## src/rtl/temp_ascii_formatter.sv

```systemverilog
// Converts one captured temperature byte to decimal ASCII with repeated subtraction,
// then streams "Temp = <value><EOL>" to a UART transmitter over valid/ready.
module temp_ascii_formatter #(
  parameter bit SIGNED_IN = 1'b1,
  parameter bit EOL_CRLF  = 1'b1
) (
  input  logic       clk,
  input  logic       rst,
  input  logic       temp_valid,
  input  logic [7:0] temp_data,
  output logic       temp_ready,
  output logic [7:0] tx_data,
  output logic       tx_valid,
  input  logic       tx_ready,
  output logic       busy,
  output logic       msg_done
);

  typedef enum logic [1:0] {
    IDLE   = 2'd0,
    CONV_H = 2'd1,
    CONV_T = 2'd2,
    SEND   = 2'd3
  } state_t;

  state_t     state_r;
  state_t     state_s;

  logic       neg_r;
  logic [7:0] rem_r;
  logic [1:0] hund_r;
  logic [3:0] tens_r;
  logic [3:0] ones_r;
  logic [3:0] idx_r;

  logic       neg_s;
  logic [7:0] mag_s;
  logic       xfer_s;
  logic [3:0] len_s;
  logic       last_s;

  logic [7:0] tx_data_s;
  logic       tx_valid_s;
  logic       msg_done_s;
  logic       busy_s;
  logic       temp_ready_s;

  function automatic logic [7:0] ascii_digit(input logic [3:0] d);
    return 8'h30 + {4'h0, d};
  endfunction

  // Prefix(7) + ones(1) + LF(1), plus optional sign, hundreds, tens and CR.
  function automatic logic [3:0] msg_length(input logic       neg,
                                            input logic [1:0] h,
                                            input logic [3:0] t);
    logic h_nz;
    logic t_nz;
    logic [3:0] len;
    h_nz = (h != 2'd0);
    t_nz = h_nz | (t != 4'd0);
    len  = 4'd9 + {3'd0, neg} + {3'd0, h_nz} + {3'd0, t_nz} + (EOL_CRLF ? 4'd1 : 4'd0);
    return len;
  endfunction

  function automatic logic [7:0] msg_byte(input logic [3:0] idx,
                                          input logic       neg,
                                          input logic [1:0] h,
                                          input logic [3:0] t,
                                          input logic [3:0] o);
    logic       h_nz;
    logic       t_nz;
    logic [3:0] k;
    logic [7:0] b;
    h_nz = (h != 2'd0);
    t_nz = h_nz | (t != 4'd0);
    k    = 4'd0;
    b    = 8'h00;
    case (idx)
      4'd0:    b = 8'h54;
      4'd1:    b = 8'h65;
      4'd2:    b = 8'h6D;
      4'd3:    b = 8'h70;
      4'd4:    b = 8'h20;
      4'd5:    b = 8'h3D;
      4'd6:    b = 8'h20;
      default: begin
        // Walk the optional fields, consuming one slot for each one present.
        k = idx - 4'd7;
        if (neg && (k == 4'd0)) begin
          b = 8'h2D;
        end else begin
          k = k - {3'd0, neg};
          if (h_nz && (k == 4'd0)) begin
            b = ascii_digit({2'b00, h});
          end else begin
            k = k - {3'd0, h_nz};
            if (t_nz && (k == 4'd0)) begin
              b = ascii_digit(t);
            end else begin
              k = k - {3'd0, t_nz};
              if (k == 4'd0) begin
                b = ascii_digit(o);
              end else if (k == 4'd1) begin
                b = EOL_CRLF ? 8'h0D : 8'h0A;
              end else begin
                b = 8'h0A;
              end
            end
          end
        end
      end
    endcase
    return b;
  endfunction

  // Capture-side magnitude and handshake decode.
  always_comb begin
    neg_s  = SIGNED_IN & temp_data[7];
    mag_s  = neg_s ? (~temp_data + 8'd1) : temp_data;
    xfer_s = tx_valid & tx_ready;
    len_s  = msg_length(neg_r, hund_r, tens_r);
    last_s = (idx_r == (len_s - 4'd1));
  end

  // State register.
  always_ff @(posedge clk or posedge rst) begin
    if (rst) begin
      state_r <= IDLE;
    end else begin
      state_r <= state_s;
    end
  end

  // Next-state logic.
  always_comb begin
    state_s = state_r;
    case (state_r)
      IDLE: begin
        if (temp_valid) begin
          state_s = CONV_H;
        end else begin
          state_s = IDLE;
        end
      end
      CONV_H: begin
        if (rem_r >= 8'd100) begin
          state_s = CONV_H;
        end else begin
          state_s = CONV_T;
        end
      end
      CONV_T: begin
        if (rem_r >= 8'd10) begin
          state_s = CONV_T;
        end else begin
          state_s = SEND;
        end
      end
      SEND: begin
        if (xfer_s && last_s) begin
          state_s = IDLE;
        end else begin
          state_s = SEND;
        end
      end
      default: state_s = IDLE;
    endcase
  end

  // Next values of the registered outputs; the first byte is loaded as SEND is entered.
  always_comb begin
    tx_data_s    = 8'h00;
    tx_valid_s   = 1'b0;
    msg_done_s   = 1'b0;
    busy_s       = (state_s != IDLE);
    temp_ready_s = (state_s == IDLE);
    case (state_r)
      IDLE: begin
        tx_data_s  = 8'h00;
        tx_valid_s = 1'b0;
      end
      CONV_H: begin
        tx_data_s  = 8'h00;
        tx_valid_s = 1'b0;
      end
      CONV_T: begin
        if (rem_r < 8'd10) begin
          tx_data_s  = msg_byte(4'd0, neg_r, hund_r, tens_r, rem_r[3:0]);
          tx_valid_s = 1'b1;
        end else begin
          tx_data_s  = 8'h00;
          tx_valid_s = 1'b0;
        end
      end
      SEND: begin
        if (xfer_s) begin
          if (last_s) begin
            tx_data_s  = 8'h00;
            tx_valid_s = 1'b0;
            msg_done_s = 1'b1;
          end else begin
            tx_data_s  = msg_byte(idx_r + 4'd1, neg_r, hund_r, tens_r, ones_r);
            tx_valid_s = 1'b1;
          end
        end else begin
          tx_data_s  = tx_data;
          tx_valid_s = tx_valid;
        end
      end
      default: begin
        tx_data_s  = 8'h00;
        tx_valid_s = 1'b0;
      end
    endcase
  end

  // Output registers.
  always_ff @(posedge clk or posedge rst) begin
    if (rst) begin
      tx_data    <= 8'h00;
      tx_valid   <= 1'b0;
      msg_done   <= 1'b0;
      busy       <= 1'b0;
      temp_ready <= 1'b1;
    end else begin
      tx_data    <= tx_data_s;
      tx_valid   <= tx_valid_s;
      msg_done   <= msg_done_s;
      busy       <= busy_s;
      temp_ready <= temp_ready_s;
    end
  end

  // Capture, sequential subtractor and byte index.
  always_ff @(posedge clk or posedge rst) begin
    if (rst) begin
      neg_r  <= 1'b0;
      rem_r  <= 8'd0;
      hund_r <= 2'd0;
      tens_r <= 4'd0;
      ones_r <= 4'd0;
      idx_r  <= 4'd0;
    end else begin
      case (state_r)
        IDLE: begin
          if (temp_valid) begin
            neg_r  <= neg_s;
            rem_r  <= mag_s;
            hund_r <= 2'd0;
            tens_r <= 4'd0;
            idx_r  <= 4'd0;
          end
        end
        CONV_H: begin
          if (rem_r >= 8'd100) begin
            rem_r  <= rem_r - 8'd100;
            hund_r <= hund_r + 2'd1;
          end
        end
        CONV_T: begin
          if (rem_r >= 8'd10) begin
            rem_r  <= rem_r - 8'd10;
            tens_r <= tens_r + 4'd1;
          end else begin
            ones_r <= rem_r[3:0];
            idx_r  <= 4'd0;
          end
        end
        SEND: begin
          if (xfer_s && !last_s) begin
            idx_r <= idx_r + 4'd1;
          end
        end
        default: begin
          idx_r <= 4'd0;
        end
      endcase
    end
  end

endmodule

```

## config.mk

```make
export PLATFORM = sky130hd
export DESIGN_NAME = temp_ascii_formatter
export DESIGN_NICKNAME = d
export VERILOG_FILES = /design/src/rtl/temp_ascii_formatter.sv
export SDC_FILE = /design/constraint.sdc
export NUM_CORES = 1
export LEC_CHECK = 0
export CAP_MARGIN = 30
export CELL_PAD_IN_SITES_DETAIL_PLACEMENT = 1
export CELL_PAD_IN_SITES_GLOBAL_PLACEMENT = 2
export CORE_ASPECT_RATIO = 1.1
export CORE_UTILIZATION = 39
export DETAILED_ROUTE_END_ITERATION = 16
export GPL_ROUTABILITY_DRIVEN = 0
export GPL_TIMING_DRIVEN = 0
export PLACE_DENSITY_LB_ADDON = 0.1
export SLEW_MARGIN = 40
export SYNTH_ARGS = -nofsm -noshare
export SYNTH_HDL_FRONTEND = slang
export SYNTH_SLANG_ARGS = --single-unit
```

## constraint.sdc

```tcl
create_clock -name clk -period 4.25 [get_ports clk]
set_input_delay 1.275 -clock clk [delete_from_list [all_inputs] [get_ports clk]]
set_output_delay 1.275 -clock clk [all_outputs]
set_load 0.01 [all_outputs]
```

## After elaboration in Yosys (flattened, before gate mapping)

Index checks and enable logic that the tools add are counted.

| word-level totals | value |
|---|---|
| bits in registers | 37 |
| input bits | 12 |
| output and inout bits | 12 |
| word-level logic and storage cells | 118 |

| cells by class | value |
|---|---|
| add/subtract/negate cells | 18 |
| order comparisons | 3 |
| eq/ne operators | 17 |
| muxes and demuxes | 36 |
| bitwise logic cells | 4 |
| reduce and logical (&&, ||, !) cells | 28 |

Operators by type and width:

| kind | number |
|---|---|
| $pmux W8 S3 | 2 |
| $mux W7 | 6 |
| $pmux W7 S6 | 1 |
| $mux W8 | 5 |
| $logic_not A4 Y1 | 5 |
| $mux W4 | 4 |
| $add A6 B4 Y7 const A | 2 |
| $add A4 B1 Y4 const B | 3 |
| $eq A4 B3 Y1 const B | 3 |
| $ne A2 B2 Y1 const B | 6 |
| $pmux W4 S3 | 1 |
| $sub A4 B1 Y4 | 3 |
| $add A4 B1 Y4 | 2 |
| $add A8 B1 Y8 const B | 1 |
| $eq A4 B1 Y1 const B | 2 |
| $eq A4 B2 Y1 const B | 2 |
| $ge A8 B4 Y1 const B | 1 |
| $ge A8 B7 Y1 const B | 1 |
| $lt A8 B4 Y1 const B | 1 |
| $mux W1 | 8 |
| $mux W2 | 4 |
| $not A8 Y8 | 1 |
| $pmux W2 S4 | 1 |
| $pmux W4 S2 | 1 |
| 26 further kinds | 40 |

## Longest topological paths before layout

Gate-level depths: netlist of the first run.

| logic depth | value |
|---|---|
| depth after elaboration | 15 |
| gate-level depth with buffers | 11 |
| mapped depth without buffers | 11 |

## Least setup slack after synthesis of the first run

No wires, ideal clock.

| timing | value |
|---|---|
| kind | register to register |
| start point | register idx_r[0] |
| end point | register tx_data[5] |
| library setup time | 135 ps |
| arrival | 2625 ps |
| required time | 4115 ps |
| path slack | 1490 ps |
| cell stages (with the launch flop) | 12 |
| buffers on the path | 0 |
| clock period less this slack | 2760 ps |
| path through | dfrtp_1 > inv_1 > ha_1 > nor2_1 > ha_1 > xor2_1 > ha_1 > xnor3_1 > nand3_1 > o21ai_0 > a2bb2oi_1 > o211ai_1 |

| on the way | value |
|---|---|
| cells in the longest elaborated chain, start to end | 14 |
| elaborated cells on any way between the ends | 29 |
| classes of those cells | 5 x add/sub; 7 x eq/ne; 8 x mux; 9 x reduce/logical |

Ends and longest elaborated chain:

| item | line | text |
|---|---|---|
| start: declaration | 34 | `logic [3:0] idx_r;` |
| start signal: assignment | 271 | `idx_r <= idx_r + 4'd1;` |
| $add A4 B1 Y4 | 202 | `tx_data_s = msg_byte(idx_r + 4'd1, neg_r, hund_r, tens_r, ones_r);` |
| $sub A4 B3 Y4 | 88 | `k = idx - 4'd7;` |
| $sub A4 B1 Y4 | 92 | `k = k - {3'd0, neg};` |
| $sub A4 B1 Y4 | 96 | `k = k - {3'd0, h_nz};` |
| $sub A4 B1 Y4 | 100 | `k = k - {3'd0, t_nz};` |
| $logic_not A4 Y1 | 101 | `if (k == 4'd0) begin` |
| $mux W7 | 101 |  |
| $mux W7 | 97 | `if (t_nz && (k == 4'd0)) begin` |
| $mux W7 | 93 | `if (h_nz && (k == 4'd0)) begin` |
| $mux W7 | 89 | `if (neg && (k == 4'd0)) begin` |
| $pmux W7 S6 | 78 | `case (idx)` |
| $mux W7 * | 197 | `if (last_s) begin` |
| $mux W8 * | 196 | `if (xfer_s) begin` |
| $pmux W8 S3 * | 177 | `case (state_r)` |
| end signal: assignment | 226 | `tx_data <= tx_data_s;` |
| end: declaration | 12 | `output logic [7:0] tx_data,` |

Every way passes the cells marked *; elsewhere a longest branch is shown, timed or not. The select of a mux whose other input is x is not followed.
A chain may end at the register's enable or synchronous reset.

## Final worst setup path of the first run

Ends and elaborated chain as after synthesis.

==> results.txt, run 1 <==
- The flow ran to the end, and the final reports show no timing, DRC or antenna violations.
- Area of all placed cells without fillers: approximately 3400 µm²
- Of all flip-flops after synthesis, the portion carrying an async set or reset was 100.0%.
- Final critical-path share of the clock period: between 70% and 80%
* Clock latency of the later-clocked register in the worst-skew pair: approximately 0.30 ns
- Synthesis-to-finish area growth: 14.50%
- Arrival time of the worst setup path: 3.49 ns
- Summing every instance area after synthesis gives 2960 µm².
- Clock period minus final worst setup slack: between 3 and 4 ns
- Global-route wire length before repair: about 15 mm
- The die covers just under 8000 µm².
- Combined global-route utilization of all metal layers: between 20% and 30%
- Setup Fix Bufs, Post-CTS: 0
* Post-cts gate resize count: 0
- For the pin with the worst max-slew slack, the measured transition is 0.7535 ns.
* H-tree Lvls: 2
- Number of cells on the worst reg-to-reg path: 11
* Width of the chip: roughly 85 µm
- The path with the worst hold slack has its endpoint at rem_r[0]$_DFFE_PP0P_.
- Clock transition at the register clock pins on the worst setup and hold paths after CTS: 0.08 ns
- The count of nets left with antenna violations once routing finished came out at 0.
- In this run the tightest slew margin relative to its limit is about half.
- Sequential fraction of the synthesis area: 30.47%
* # diodes: 0
- Entering global routing, the biggest net connects 23 pins.
- Detailed placement finished with a half-perimeter wire length of about 6.6 mm.
- Setup violations remaining at the end of the flow were counted as 0.
- After routing, the total negative slack on setup checks comes to 0 ns.
- The worst hold path passes through 2 cells.
- The floorplan has 32 rows.
- The tightest min-delay check is of the reg -> reg type.
- TritonCTS built the clock tree.
- Mapped Cells: between 300 and 400
* P per Cell Area: between 600 and 700 nW/µm²
- After global routing the overflow that remains totals 0.
- After floorplanning, the core was sized to cover 7167 µm².
- At the end of the flow, the number of nets in the layout was ~420.
- Layout cell share with drive strength beyond 1: roughly 6.6%
- Num CTS Buffers: 5
- Commonest cells after routing, fill and taps aside: 42 x sky130_fd_sc_hd__o21ai_0, 35 x sky130_fd_sc_hd__dfrtp_1, 31 x sky130_fd_sc_hd__inv_1, 31 x sky130_fd_sc_hd__nand2_1, 28 x sky130_fd_sc_hd__ha_1
* Initial antenna violation count: 0
- Avg Cell Area, Syn: around 8.5 µm²
- Highest ir drop seen on vdd: 0.0003097 V
* Number of nets produced by synthesis: approximately 400
* Violation count after the first detailed-route iteration: 49
- Required arrival time at the worst endpoint: around 4.4 ns
- Final wirelength: around 8.4 mm
- For this configuration, the core starts out at a cell density of roughly two fifths.
- Finished Core Util: between 40 and 50%
- Fmax: around 0.3 GHz
- First-pass iteration count of the detailed router: 4
* Total via count in the routed design: 2,689
- Setup repair after global routing left no endpoint under its margin.
- Setup slack on the worst reg-to-reg path comes out at 0.93 ns.
- Detailed-route wire length per cell: ~18 µm
- In the routed layout, each cell is associated on average with a via count of approximately 5.8.
- Number of library cell types mapped by synthesis: 66
* Most common library cell in the layout ignoring fill and taps: sky130_fd_sc_hd__o21ai_0
* Seq cells post-synth: 36
- After detailed placement, the total cell area comes to roughly 3300 µm².
* Max-slew violations: 0
- The final hold violation count is 0.
* Worst hold start: rem_r[0]$_DFFE_PP0P_
- CTS Root Cell: sky130_fd_sc_hd__clkbuf_8
- The count of buffers added on input and output ports is 21.
* Largest fanout on the critical path: 9
* Static Leak: ~1.5 nW
- The startpoint identified for the worst register-to-register timing path is idx_r[0]$_DFFE_PP0P_.
- Fillers: ~900
* Number of synthesized flops with an enable pin: 0
* Via count of the first global-routing pass: a little under 3,000
* Primary flip-flop cell chosen by synthesis mapping: sky130_fd_sc_hd__dfrtp_1
- Layout Skew: 0.003247 ns
- Clock buffer depth: 2
* Endpoint of the worst-slack reg-to-reg timing path: tx_data[5]$_DFFE_PP0P_
- Classification of the worst setup path: reg -> reg
- Max capacitance violation total: 0
- Type of destination of the critical path: register
- Remaining DRCs: 0
* Clock net sink count: 36
* Element type at the critical path start: register
- Yosys printed 0 warnings.
- Die extent in y: approximately 93 µm
- # IOs: 24
* Number of hold buffers added after cts: 0
==> power breakdown <==
group	total, mW	internal (mW)	switching [mW]
sequential	0.540	0.450	0.0903
combinational	1.31	0.512	0.800
clock	0.263	0.116	0.147
==> worst max-delay path, cell delays in order (launching register included) <==
cell and delay, ns:
sky130_fd_sc_hd__dfrtp_1 0.52, sky130_fd_sc_hd__inv_1 0.23, sky130_fd_sc_hd__ha_1 0.33, sky130_fd_sc_hd__nor2_1 0.23
sky130_fd_sc_hd__ha_1 0.32, sky130_fd_sc_hd__xor2_1 0.27, sky130_fd_sc_hd__ha_1 0.19, sky130_fd_sc_hd__xnor3_1 0.40
sky130_fd_sc_hd__nand3_1 0.14, sky130_fd_sc_hd__o21ai_0 0.10, sky130_fd_sc_hd__a2bb2oi_1 0.31, sky130_fd_sc_hd__o211ai_1 0.15
==> per-stage QoR <==
step / setup slack, ns / total power, mW / cells / hold WS [ns]
floorplan: 1.490 / 1.475 / 350 / 0.4471
global placement: 1.003 / 1.814 / 456 / 0.4693
detailed placement: 0.9608 / 1.854 / 457 / 0.4829
CTS: 0.9385 / 2.133 / 465 / 0.5023
global route: 0.6622 / 2.337 / 465 / 0.5373
finish: 0.9284 / 2.115 / 465 / 0.5007
==> how the worst max path moves through the flow <==
stage / startpoint / endpoint / slack (ns)
after floorplan: idx_r[0]$_DFFE_PP0P_ / tx_data[5]$_DFFE_PP0P_ / 1.49
after global placement: idx_r[0]$_DFFE_PP0P_ / tx_data[5]$_DFFE_PP0P_ / 1.00
after detailed placement: idx_r[0]$_DFFE_PP0P_ / tx_data[5]$_DFFE_PP0P_ / 0.96
after CTS: idx_r[0]$_DFFE_PP0P_ / tx_data[5]$_DFFE_PP0P_ / 0.94
after global routing: idx_r[0]$_DFFE_PP0P_ / tx_data[5]$_DFFE_PP0P_ / 0.66
final: idx_r[0]$_DFFE_PP0P_ / tx_data[5]$_DFFE_PP0P_ / 0.93
==> cell type report <==
type,instances,area (µm²),share of cell area (%)
clock inverters,3,23.77,0.7014
plain buffers,12,51.30,1.513
well taps,85,106.4,3.138
flip-flops and latches,36,902.1,26.61
repair buffers,22,230.2,6.792
clock buffers,5,68.82,2.030
inverters,32,120.1,3.544
multi-input cells,270,1887,55.67
==> synth_stat cells (8+ instances only) <==
master	number	share of area (%)
sky130_fd_sc_hd__a21oi_1	13	2.2
sky130_fd_sc_hd__clkbuf_1	9	1.1
sky130_fd_sc_hd__dfrtp_1	35	30
sky130_fd_sc_hd__ha_1	28	12
sky130_fd_sc_hd__inv_1	32	4.1
sky130_fd_sc_hd__nand2_1	31	3.9
sky130_fd_sc_hd__nand3_1	10	1.7
sky130_fd_sc_hd__nand4_1	8	1.7
sky130_fd_sc_hd__nor2_1	22	2.8
sky130_fd_sc_hd__nor3_1	9	1.5
sky130_fd_sc_hd__o21ai_0	42	7.1
sky130_fd_sc_hd__xnor2_1	9	2.7
==> per-layer routing <==
metal	vias up	share of wire, %	track usage [%]	wire (µm)
met5	-	0	0	0
met2	35	52	43.15	4399
met3	15	1.9	2.913	156
li1	1329	-	-	-
met4	0	2.4	8.333	204
met1	1310	43	27.86	3642
==> cell families (layout without fill, tap and decap cells) <==
family	after synthesis	count (layout)	share of synthesized area (%)
compound gates	113	113	25.95
xor+xnor	15	15	5.706
fa+ha+maj	29	29	12.17
buf+inv	44	74	5.791
flops	36	36	30.47
mux	4	4	1.395
other cells	1	1	0.1267
simple gates	108	108	18.39
==> state kept, by name, indices dropped and copies added (netlist names) <==
register	cells
rem_r	8
tx_data	7
idx_r	4
ones_r	4
tens_r	4
hund_r	2
state_r	2
busy	1
msg_done	1
neg_r	1
temp_ready	1
tx_valid	1
(Power assumes the default switching activity.)
==> run 2: changes to the inputs <==
--- a/config.mk
+++ b/config.mk
@@ -9,7 +9,7 @@
 export CELL_PAD_IN_SITES_DETAIL_PLACEMENT = 1
 export CELL_PAD_IN_SITES_GLOBAL_PLACEMENT = 2
 export CORE_ASPECT_RATIO = 1.1
-export CORE_UTILIZATION = 39
+export CORE_UTILIZATION = 32
 export DETAILED_ROUTE_END_ITERATION = 16
 export GPL_ROUTABILITY_DRIVEN = 0
 export GPL_TIMING_DRIVEN = 0
==> constraint.sdc (replaced) <==
create_clock -name clk -period 3 [get_ports clk]
set_input_delay 0.9 -clock clk [delete_from_list [all_inputs] [get_ports clk]]
set_output_delay 0.9 -clock clk [all_outputs]
set_load 0.01 [all_outputs]
==> run 2 against run 1 <==
Effect of this change:
- via count is 0.37% higher
- combinational power is 50% higher
- power is 47% higher
- first-iteration DRC count is 31% higher
- count of clock-buffer cells in the layout stayed put
- sequential power is 42% higher
- worst setup slack worse by 0.82 ns
- sequential share of layout area is 0.89 points lower
- flip-flop and latch count stayed put
- non-clock buffer count is 3 higher
- worst hold slack worse by 0.0057 ns
- final cell count is 6.9% higher
- critical path type unchanged
- highest routed layer unchanged
==> results.txt, run 2 (synthesis results as in run 1) <==
- Result of the run: completed
- Die extent in y: between 100 and 150 µm
* Clock buffer depth: 2
- The final route contains around 2,700 vias.
- The clock reaches the later pin of the worst-skew pair after around 0.30 ns.
* Clock tree from TritonCTS: built
- Pin placement for this block handled 24 I/O pins.
- Max capacitance violation total: 0
* Element type at the critical path start: register
* Highest ir drop seen on vdd: around 0.00039 V
* Layout cell share with drive strength beyond 1: between 10 and 15%
- The path class of the tightest hold or removal check is reg -> reg.
- I/O Buffers: 21
* DR vias/cell: roughly 5.4
- The repair_antennas step left the layout with diodes totalling 0.
* Combined global-route utilization of all metal layers: about 20%
- Based on the critical path, the design can be clocked at up to ~0.35 GHz.
* Critical Path Slowest Stage Cell: sky130_fd_sc_hd__dfrtp_2
- The register with the most flip-flops in the layout has 8 of them.
* CP dominant cell by count: sky130_fd_sc_hd__ha_1
- Headroom to the max-slew limit: ~50%
* Initial core utilization: between 30% and 40%
- Violation count after the first detailed-route iteration: 64
* Clock net sink count: 36
- Via count of the first global-routing pass: roughly 2,800
- STA puts the critical path data required time at about 3.2 ns.
- Final critical-path share of the clock period: approximately 96%
- Largest net degree at the start of global routing: 37
* Worst path cell trace: clkinvlp_4, buf_4, ha_1, ha_1, ha_1, ha_1, xnor3_1, nand3_1, a211oi_1, o22ai_1
- Largest fanout on the critical path: 6
- Cells fill 39.44% of the core in the end.
- Number of hold buffers added after cts: 0
- Worst-margin pin slew: about 0.75 ns
* Number of endpoints with negative hold slack in the final report: 0
* Width of the chip: 93.71 µm
- The top cell types in the final layout, fill and taps aside, are 41 x sky130_fd_sc_hd__o21ai_0, 33 x sky130_fd_sc_hd__dfrtp_1, 31 x sky130_fd_sc_hd__nand2_1.
- Clock transition at the register clock pins on the worst setup and hold paths after CTS: approximately 0.090 ns
* Static Leak: 1.477 nW
- Number of cell rows: 36
- Layout Skew: between 0.006 and 0.007 ns
- Most common library cell in the layout ignoring fill and taps: sky130_fd_sc_hd__o21ai_0
- The tree is rooted in a sky130_fd_sc_hd__clkbuf_8.
* Clock period minus final worst setup slack: approximately 2.9 ns
- The first global-routing pass estimated 14.53 mm of wire.
* Type of destination of the critical path: register
* Num CTS Buffers: 5
* H-tree Lvls: 2
* Arrival time of the worst setup path: 3.06 ns
- GR Overflow Total: 0
* Hold_ws: approximately 0.50 ns
* Final wirelength: approximately 8.8 mm
* Remaining DRCs: 0
- Post-route ant nets: 0
* Die Outline Area: just under 10,000 µm²
- The initial antenna violation count came to 0.
- P per Cell Area: 885.9 nW/µm²
* Max-slew violations: 0
* Detailed-route wire length per cell: about 18 µm
* Classification of the worst setup path: reg -> reg
- Relative to the synthesized area, the layout overhead comes to 18.81%.
- The first detailed-routing pass ran for 4 iterations.
* Nets@finish: roughly 420
* Total of endpoints with negative setup slack in the final report: 0
- Counting flops per register, the top entry is rem_r.
- The total area inside the core boundary comes to between 8000 and 9000 µm².
- The worst hold path was traced through 2 stages.
* Number of cells on the worst reg-to-reg path: 10
- Largest registers ranked by flip-flop count: rem_r (8), tx_data (7)
* Max incr delay on CP: around 0.44 ns
- Detailed placement finished with a half-perimeter wire length of 6.801 mm.
-- run 2: what timing repair did --
| item | 4_1_cts | 5_1_grt |
|---|---|---|
| pin swaps | 0 | 1 |
| buffers inserted | 1 | 3 |
| gates resized for setup | 7 | 10 |
| setup endpoints to repair | 9 | 11 |
-- run 2: area by class of cell --
cell class	instances	area, µm²
clock inverters	3	23.77
multi-input cells	270	1959
repair buffers	25	240.2
inverters	32	126.4
fillers	1062	5401
well taps	114	142.6
flip-flops and latches	36	904.6
clock buffers	5	68.82
plain buffers	12	51.30
-- run 2: path summary, 6_finish.rpt --
path,from,end,slack [ns]
worst max-delay path,idx_r[0]$_DFFE_PP0P_,tx_data[3]$_DFFE_PP0P_,0.11
worst min-delay path,ones_r[2]$_DFFE_PP0P_,ones_r[2]$_DFFE_PP0P_,0.50
worst max register to register,idx_r[0]$_DFFE_PP0P_,tx_data[3]$_DFFE_PP0P_,0.11
worst min register to register,ones_r[2]$_DFFE_PP0P_,ones_r[2]$_DFFE_PP0P_,0.50
max in group asynchronous,rst,idx_r[0]$_DFFE_PP0P_,1.64
min in group asynchronous,rst,tx_data[0]$_DFFE_PP0P_,1.00
-- run 2: routing by layer --
| metal | vias up | GRT usage, % | part of all wire [%] |
|---|---|---|---|
| li1 | 1334 | - | - |
| met1 | 1317 | 23.31 | 44 |
| met2 | 32 | 35.49 | 52 |
| met3 | 16 | 2.360 | 1.5 |
| met4 | 0 | 8.047 | 3.1 |
| met5 | - | 0 | 0 |
-- run 2: stage by stage --
stage	cell area [µm²]	total power [mW]	TNS, ns	setup WS [ns]	std cells
floorplan	2960	2.090	0	0.2403	350
detailed placement	3316	2.647	-1.405	-0.3556	485
global placement	3313	2.607	-1.124	-0.2875	485
CTS	3441	3.075	0	0.007255	494
global route	3517	3.422	-0.005424	-0.005424	497
finish	3517	3.116	0	0.1104	497
-- run 2: power by group --
| part | internal (mW) | switching (mW) |
|---|---|---|
| combinational | 0.782 | 1.19 |
| sequential | 0.637 | 0.129 |
| clock | 0.165 | 0.211 |
| total | 1.58 | 1.53 |
-- run 2: worst max-delay path, delay by kind of cell, from the launching register on --
kind,cells,cell delay (ns)
buf+inv,2,0.32
flops,1,0.44
compound gates,2,0.42
xor+xnor,1,0.38
simple gates,1,0.17
fa+ha+maj,4,1.02
